[src/rtl/uart_tx_scheduler.sv]
// uart_tx_scheduler
//   Shares a single UART transmitter between NUM_REQ requesters. A round-robin
//   arbiter picks one request at a time. Each request is sent as one or two bytes,
//   low byte first. Bytes are paced by the UART Busy flag, and a missing Busy rise
//   causes the byte to be retried.
//
// Ports
//   CLK         rising-edge clock
//   Reset       asynchronous, active-low reset
//   Req         per-requester request level, held until the matching Req_done
//   Req_len     per-requester length: 0 = 1 byte, 1 = 2 bytes
//   Req_data    per-requester 16-bit payload, slice i = [16*i+15:16*i]
//   Tx_busy     UART transmitter Busy flag
//   Tx_data     byte to the UART, held stable while the UART shifts it out
//   Tx_valid    single-cycle Data_valid pulse to the UART
//   Req_grant   one-hot grant, high for the whole transaction
//   Req_done    one-hot single-cycle pulse after the last byte has finished
//   Sched_busy  high whenever the scheduler is not idle
//   Err_timeout single-cycle pulse when Busy did not rise in time
module uart_tx_scheduler #(
  parameter int unsigned NUM_REQ      = 2,
  parameter int unsigned BUSY_TIMEOUT = 8
) (
  input  logic                   CLK,
  input  logic                   Reset,
  input  logic [NUM_REQ-1:0]     Req,
  input  logic [NUM_REQ-1:0]     Req_len,
  input  logic [16*NUM_REQ-1:0]  Req_data,
  input  logic                   Tx_busy,
  output logic [7:0]             Tx_data,
  output logic                   Tx_valid,
  output logic [NUM_REQ-1:0]     Req_grant,
  output logic [NUM_REQ-1:0]     Req_done,
  output logic                   Sched_busy,
  output logic                   Err_timeout
);

  localparam int unsigned PtrW = (NUM_REQ > 1) ? $clog2(NUM_REQ) : 1;
  localparam int unsigned CntW = $clog2(BUSY_TIMEOUT + 1);

  typedef enum logic [2:0] {
    StIdle,
    StLoad,
    StSend,
    StWaitRise,
    StWaitFall,
    StNext
  } state_e;

  state_e             state_q, state_d;
  logic [PtrW-1:0]    ptr_q, ptr_d;
  logic [PtrW-1:0]    win_q, win_d;
  logic [15:0]        data_q, data_d;
  logic               len_q, len_d;
  logic               second_q, second_d;
  logic [CntW-1:0]    cnt_q, cnt_d;
  logic [7:0]         tx_data_q, tx_data_d;
  logic               tx_valid_q, tx_valid_d;
  logic [NUM_REQ-1:0] grant_q, grant_d;
  logic [NUM_REQ-1:0] done_q, done_d;
  logic               sched_q, sched_d;
  logic               err_q, err_d;

  logic               arb_found;
  logic [PtrW-1:0]    arb_idx;
  logic [PtrW-1:0]    cand;
  int unsigned        sum;
  logic [15:0]        sel_data;
  logic               sel_len;

  function automatic logic [NUM_REQ-1:0] onehot(input logic [PtrW-1:0] idx);
    logic [NUM_REQ-1:0] oh;
    oh = '0;
    for (int unsigned i = 0; i < NUM_REQ; i++) begin
      oh[i] = (idx == PtrW'(i));
    end
    return oh;
  endfunction

  // Round-robin search starting just after the last winner, wrapping to 0.
  always_comb begin
    arb_found = 1'b0;
    arb_idx   = '0;
    cand      = '0;
    sum       = 0;
    for (int unsigned i = 1; i <= NUM_REQ; i++) begin
      sum = 32'(ptr_q) + i;
      if (sum >= NUM_REQ) begin
        sum = sum - NUM_REQ;
      end
      cand = PtrW'(sum);
      if (!arb_found && Req[cand]) begin
        arb_found = 1'b1;
        arb_idx   = cand;
      end
    end
  end

  // Payload and length of the current arbitration winner.
  always_comb begin
    sel_data = '0;
    sel_len  = 1'b0;
    for (int unsigned i = 0; i < NUM_REQ; i++) begin
      if (arb_idx == PtrW'(i)) begin
        sel_data = Req_data[16*i +: 16];
        sel_len  = Req_len[i];
      end
    end
  end

  always_comb begin
    state_d    = state_q;
    ptr_d      = ptr_q;
    win_d      = win_q;
    data_d     = data_q;
    len_d      = len_q;
    second_d   = second_q;
    cnt_d      = cnt_q;
    tx_data_d  = tx_data_q;
    tx_valid_d = 1'b0;
    grant_d    = grant_q;
    done_d     = '0;
    err_d      = 1'b0;

    unique case (state_q)
      StIdle: begin
        if (|Req) begin
          state_d = StLoad;
        end
      end

      StLoad: begin
        if (arb_found) begin
          win_d     = arb_idx;
          data_d    = sel_data;
          len_d     = sel_len;
          second_d  = 1'b0;
          grant_d   = onehot(arb_idx);
          tx_data_d = sel_data[7:0];
          state_d   = StSend;
        end else begin
          // Request withdrawn before it could be latched.
          state_d = StIdle;
        end
      end

      StSend: begin
        tx_valid_d = 1'b1;
        cnt_d      = '0;
        state_d    = StWaitRise;
      end

      StWaitRise: begin
        // A Busy that is still high from earlier also counts as the rise.
        if (Tx_busy) begin
          state_d = StWaitFall;
        end else if (cnt_q == CntW'(BUSY_TIMEOUT - 1)) begin
          err_d   = 1'b1;
          state_d = StSend;
        end else begin
          cnt_d = cnt_q + 1'b1;
        end
      end

      StWaitFall: begin
        if (!Tx_busy) begin
          state_d = StNext;
        end
      end

      StNext: begin
        if (len_q && !second_q) begin
          second_d  = 1'b1;
          tx_data_d = data_q[15:8];
          state_d   = StSend;
        end else begin
          done_d  = onehot(win_q);
          grant_d = '0;
          ptr_d   = win_q;
          state_d = StIdle;
        end
      end

      default: begin
        state_d = StIdle;
      end
    endcase

    sched_d = (state_d != StIdle);
  end

  always_ff @(posedge CLK or negedge Reset) begin
    if (!Reset) begin
      state_q    <= StIdle;
      ptr_q      <= PtrW'(NUM_REQ - 1);
      win_q      <= '0;
      data_q     <= '0;
      len_q      <= 1'b0;
      second_q   <= 1'b0;
      cnt_q      <= '0;
      tx_data_q  <= '0;
      tx_valid_q <= 1'b0;
      grant_q    <= '0;
      done_q     <= '0;
      sched_q    <= 1'b0;
      err_q      <= 1'b0;
    end else begin
      state_q    <= state_d;
      ptr_q      <= ptr_d;
      win_q      <= win_d;
      data_q     <= data_d;
      len_q      <= len_d;
      second_q   <= second_d;
      cnt_q      <= cnt_d;
      tx_data_q  <= tx_data_d;
      tx_valid_q <= tx_valid_d;
      grant_q    <= grant_d;
      done_q     <= done_d;
      sched_q    <= sched_d;
      err_q      <= err_d;
    end
  end

  assign Tx_data     = tx_data_q;
  assign Tx_valid    = tx_valid_q;
  assign Req_grant   = grant_q;
  assign Req_done    = done_q;
  assign Sched_busy  = sched_q;
  assign Err_timeout = err_q;

endmodule

[config.mk]
export PLATFORM = sky130hd
export DESIGN_NAME = uart_tx_scheduler
export DESIGN_NICKNAME = d
export VERILOG_FILES = /design/src/rtl/uart_tx_scheduler.sv
export SDC_FILE = /design/constraint.sdc
export NUM_CORES = 1
export LEC_CHECK = 0
export CORE_MARGIN = 2
export CORE_UTILIZATION = 41
export DETAILED_ROUTE_END_ITERATION = 10
export MAX_ROUTING_LAYER = met4
export PLACE_DENSITY = 0.76
export SYNTH_ARGS = -nofsm -noshare
export SYNTH_HDL_FRONTEND = slang
export SYNTH_SLANG_ARGS = --single-unit
[constraint.sdc]
create_clock -name CLK -period 1.4 [get_ports CLK]
set_input_delay 0.14 -clock CLK [delete_from_list [all_inputs] [get_ports CLK]]
set_output_delay 0.14 -clock CLK [all_outputs]
set_load 0.1 [all_outputs]
## Word-level counts from Yosys, hierarchy flattened

Index checks and enable logic that the tools add are counted.

| storage, ports and cells | value |
|---|---|
| input port bits | 39 |
| output and inout port bits | 15 |
| flip-flop bits (word level) | 42 |
| logic and storage cells | 87 |

| cells by class | value |
|---|---|
| add/subtract/negate cells | 5 |
| reductions and logical operators | 14 |
| equality and inequality tests | 11 |
| mux-type cells | 37 |
| $lt $le $gt $ge | 4 |
| bitwise operators | 3 |

Operators by type and width:

| cell | number |
|---|---|
| 3-bit one-hot mux with 6 select lines | 1 |
| 1-bit 2-to-1 mux | 17 |
| 16-bit 2-to-1 mux | 1 |
| 8-bit 2-to-1 mux | 2 |
| 8-bit one-hot mux with 2 select lines | 1 |
| 2-bit 2-to-1 mux | 6 |
| 3-bit 2-to-1 mux | 4 |
| 2-bit != test (second input constant) | 5 |
| 3-bit AND reduction | 3 |
| 4-bit 2-to-1 mux | 2 |
| 4-bit one-hot mux with 2 select lines | 1 |
| 3-bit by 2-bit == test with 1-bit output (second input constant) | 2 |
| 3-bit == test (second input constant) | 2 |
| 4-bit by 1-bit adder with 4-bit output (second input constant) | 1 |
| 4-bit by 3-bit == test with 1-bit output (second input constant) | 1 |
| 1-bit by 2-bit less-than comparator with 1-bit output (second input constant) | 2 |
| 2-bit one-hot mux with 2 select lines | 1 |
| 2-bit AND reduction | 2 |
| 2-bit nonzero test | 2 |
| 1-bit by 2-bit adder with 3-bit output (second input constant) | 1 |
| 3-bit by 1-bit == test with 1-bit output (second input constant) | 1 |
| 3-bit by 2-bit >= comparator with 1-bit output (second input constant) | 1 |
| 3-bit zero test | 1 |
| 1-bit NOT | 3 |
| 8 further kinds | 11 |

## Depth between registers and ports, before layout

| logic depth | value |
|---|---|
| depth after elaboration | 12 |
| mapped depth | 6 |
| depth with buffers taken out | 5 |

## Worst setup path after synthesis

Ideal clock, no wire load.

| timing path | value |
|---|---|
| path type | register -> register |
| start point | register cnt_q[0] |
| end point | register cnt_q[0] |
| stages on the path, launching flop included | 5 |
| arrival | 1.270 ns |
| period minus slack after synthesis | 1.391 ns |
| data required time | 1.279 ns |
| library setup time | 0.121 ns |
| buffers on the path | 0 |
| setup slack | 0.009 ns |
| cell sequence | dfrtp_1 -> ha_1 -> a21oi_1 -> mux2_4 -> a22o_1 |

| on the way | value |
|---|---|
| longest elaborated chain between the ends | 4 |
| elaborated cells between the ends (all ways) | 7 |
| those cells by class | add/sub: 1; eq/ne: 2; mux: 3; reduce/logical: 1 |

Ends and longest elaborated chain:

| what | line | text |
|---|---|---|
| start: declaration | 56 | `logic [CntW-1:0] cnt_q, cnt_d;` |
| start signal: assignment | 214 | `cnt_q <= cnt_d;` |
| 4-bit by 1-bit adder with 4-bit output | 161 | `cnt_d = cnt_q + 1'b1;` |
| 4-bit 2-to-1 mux | 157 | `end else if (cnt_q == CntW'(BUSY_TIMEOUT - 1)) begin` |
| 4-bit 2-to-1 mux | 155 | `if (Tx_busy) begin` |
| 4-bit one-hot mux with 2 select lines | 125 | `unique case (state_q)` |

Parallel ways exist; a longest one is shown, timed or not. The select of a mux whose other input is x is not followed.
A chain may end at the register's enable or synchronous reset.

## Worst setup path after layout

| timing path | value |
|---|---|
| start point | register cnt_q[0] |
| end point | register cnt_q[1] |

The elaborated chain is that of the path after synthesis.

==> impl_results.md <==
* DPL Wire Length at approximately 2900 µm
* ANT nets after route at 0
* Post-layout min period at about 1.4 ns
* Sequential Power Share at about a quarter
* Worst-Margin Slew at 0.3485 ns
* Max stage delay cell, worst path: dfrtp_1
* Post-Route Skew at between 0.009 and 0.01 ns
* Routed wire length at 4178 µm
* Largest net degree at the start of global routing at 35
* Post-Synthesis Cells at ~170
* Number of port buffers at 53
* Reg clk slew, reported paths at 0.06 ns
* Detailed Routing Iterations Pass 1 at 4
* Vias in the first global route at 1,444
* Fin Hold WS at about 0.21 ns
* Commonest non-fill, non-tap cell in the layout: nand2_1
* Max-cap violation count at 0
* Main synth FF type: dfrtp_1
* Switch share at between 40 and 50%
* Leakage at about 1.2 nW
* Row cnt at 22
* Hold Violations, Final at 0
* Logic pwr share at 56.9%
* Min-delay worst type: in -> async
* Critical Path Fanout Max at 3
* Worst endpoint data arrival time at around 1.5 ns
* Status: complete, no violations
* CTS tree: done
* RSZ-0062 raised after global routing: true
* Synth unique cells at 40
* Vias/cell at a little over 5
* Clock power share at 16.4%
* Syn avg cell area at approximately 9.6 µm²
* DRC at 0
* Fillers at about 270
* GP Congestion at between 0.8 and 0.9
* Starting density of the core at 43.68%
* Root buffer cell: clkbuf_8
* Worst slew margin at 76.77%
* Startpoint types: register
* PwrDens at between 2000 and 3000 nW/µm²
* CP required at approximately 1.6 ns
* WP depth at 4
* Ports at 54
* Most frequent cells in the layout: nand2_1 (42), clkdlybuf4s50_1 (38), dfrtp_1 (32)
* Number of synthesized register bits at 34
* Setup CP Type: reg -> reg
* Fmax at around 730 MHz
* Pint at 3.814 mW
* GRT Total Usage at 20.37%
* CP endpoint kind: register
* Htree depth at 2
* Area of the mapped netlist at 1635 µm²
* Initial DRC count at 132
* Fraction of layout cells with a size suffix above 1 at 25.20%
* CTS sink cnt at 34
* Area of the core region at between 3000 and 4000 µm²
* Die Y at about 67 µm
* Antenna violations before repair at 0
* Slew Limit Fails at 0
* DIE AREA at 4510 µm²
* Setup-failing EPs final at 0
* Crit-path max cell delay at 0.39 ns
* Cell family with most CP delay: compound AO/OA/AOI/OAI gates
* ANT cells at 0
* Post-synth EDFFs at 0
* Worst R2R Path Depth at 4
* Grt ovf at 0
* Part of the cycle the worst path needs at between 90% and 100%
* Avg WL per Cell at 14.21 µm
* Die X-Extent at roughly 67 µm
* Clk Latency, worst-skew pair at about 0.29 ns
* Psw at 3.044 mW
* Final Util at ~72%
* Critical Path Most Common Cell: a22o_1
* Sequential area share after synthesis at 52.10%
* Crit path cell chain: ha_2 > a21o_1 > a22o_1 > a22o_1
* Num CTS Buffers at 5
* CP bufs+invs at 0
* First-pass GRT wire length at roughly 6600 µm
* VDD IR max at 1.404 mV
* Syn_nets at 211
* Via Count at approximately 1,500
* Longest Clk Path Bufs at 2
* Fin nets at around 290
* Synth async-reset ratio at 100.0%
* Number of synthesis warnings at 0
* Area grow syn2layout at 65.80%
per-stage QoR:
step	total power, mW	std cells	cell area (µm²)	TNS (ns)	setup slack (ns)
after floorplan	4.138	171	1635	0	0.008554
after global placement	5.544	285	2527	-0.7839	-0.09288
after detailed placement	5.619	285	2527	-1.464	-0.1416
after CTS	6.789	293	2685	-0.0007659	-0.0007659
after global routing	7.190	294	2711	-0.07473	-0.02729
final	6.858	294	2711	0	0.03452
kinds of logic after synthesis:
group	Yosys count	share of synthesized area (%)
AO/OA/AOI/OAI	46	19.66
buffers and inverters	10	3.901
adder cells (fa/ha/maj)	1	0.7650
AND/OR/NAND/NOR	79	22.65
multiplexers	1	0.9179
flip-flops	34	52.10
routing by layer:
| metal | vias to the layer above | global-route usage, % | part of all wire [%] |
|---|---|---|---|
| met1 | 720 | 25.19 | 43 |
| met4 | 0 | 5.357 | 1.4 |
| met5 | - | - | 0 |
| met3 | 7 | 6.167 | 4.3 |
| li1 | 752 | - | - |
| met2 | 41 | 32.67 | 52 |
synthesized netlist by cell type, drive strengths merged (2+ instances only):
master   n  area, µm²
nand2   43      163.9
nand3    4      20.02
a21oi    4      20.02
nand2b   4      27.53
nand3b   2      18.77
nor2    18      86.34
dfrtp   33      825.8
a21o     3      22.52
o22ai    9      70.07
inv      2      7.510
o21ai    5      25.02
a31oi   17      106.4
nor2b    2      15.02
or2      2      12.52
buf      7      52.54
a22o     3      26.28
repair_timing:
| item | CTS | global route |
|---|---|---|
| endpoints found under the setup margin | 9 | 13 |
| gates resized for setup | 4 | 5 |
| pin swaps | 0 | 0 |
| setup buffers | 0 | 1 |
| hold endpoints to repair | 0 | 0 |
| hold buffers | 0 | 0 |
final timing paths:
kind	startpoint	to	slack [ns]
setup / recovery	cnt_q[0]$_DFFE_PN0P_	cnt_q[1]$_DFFE_PN0P_	0.03
max in group asynchronous	Reset	ptr_q$_DFFE_PN1P_	0.93
hold / removal	Reset	cnt_q[2]$_DFFE_PN0P_	0.21
setup reg to reg	cnt_q[0]$_DFFE_PN0P_	cnt_q[1]$_DFFE_PN0P_	0.03
hold reg to reg	win_q$_DFFE_PN0P_	Req_done[0]$_DFF_PN0_	0.44
min in group CLK	Req_data[31]	data_q[15]$_DFFE_PN0P_	0.40
worst reg2reg max path: cells and delay by family, from the launching register on:
| kind | cells | cell delay (ns) |
|---|---|---|
| compound gates | 3 | 0.66 |
| flops | 1 | 0.39 |
| fa+ha+maj | 1 | 0.21 |
flip-flops by register name, summed over array words and instances (netlist names):
| register | flops |
|---|---|
| cnt_q | 4 |
| data_q | 8 |
| Tx_data | 8 |
| ptr_q | 1 |
| Sched_busy | 1 |
| Req_done | 2 |
| Req_grant | 2 |
| Tx_valid | 1 |
| win_q | 1 |
| state_q | 3 |
| Err_timeout | 1 |
| len_q | 1 |
| second_q | 1 |
area by class of cell:
type / count / area [µm²] / area share [%]
clock buffers: 6 / 82.58 / 3.046
clock inverters: 2 / 60.06 / 2.215
inverters: 2 / 7.507 / 0.2769
multi-input cells: 127 / 752.0 / 27.73
flip-flops and latches: 34 / 853.3 / 31.47
well taps: 48 / 60.06 / 2.215
repair buffers: 75 / 895.9 / 33.04
power by group through the flow:
stage	Sequential (mW)	Combinational [mW]	Clock, mW
final	1.83	3.91	1.13
after global placement	1.80	3.75	0
after CTS	1.81	3.85	1.13
after floorplan	2.92	1.22	0
after detailed placement	1.81	3.81	0
after global routing	1.87	4.13	1.20
Power figures use the tool's default switching activity.
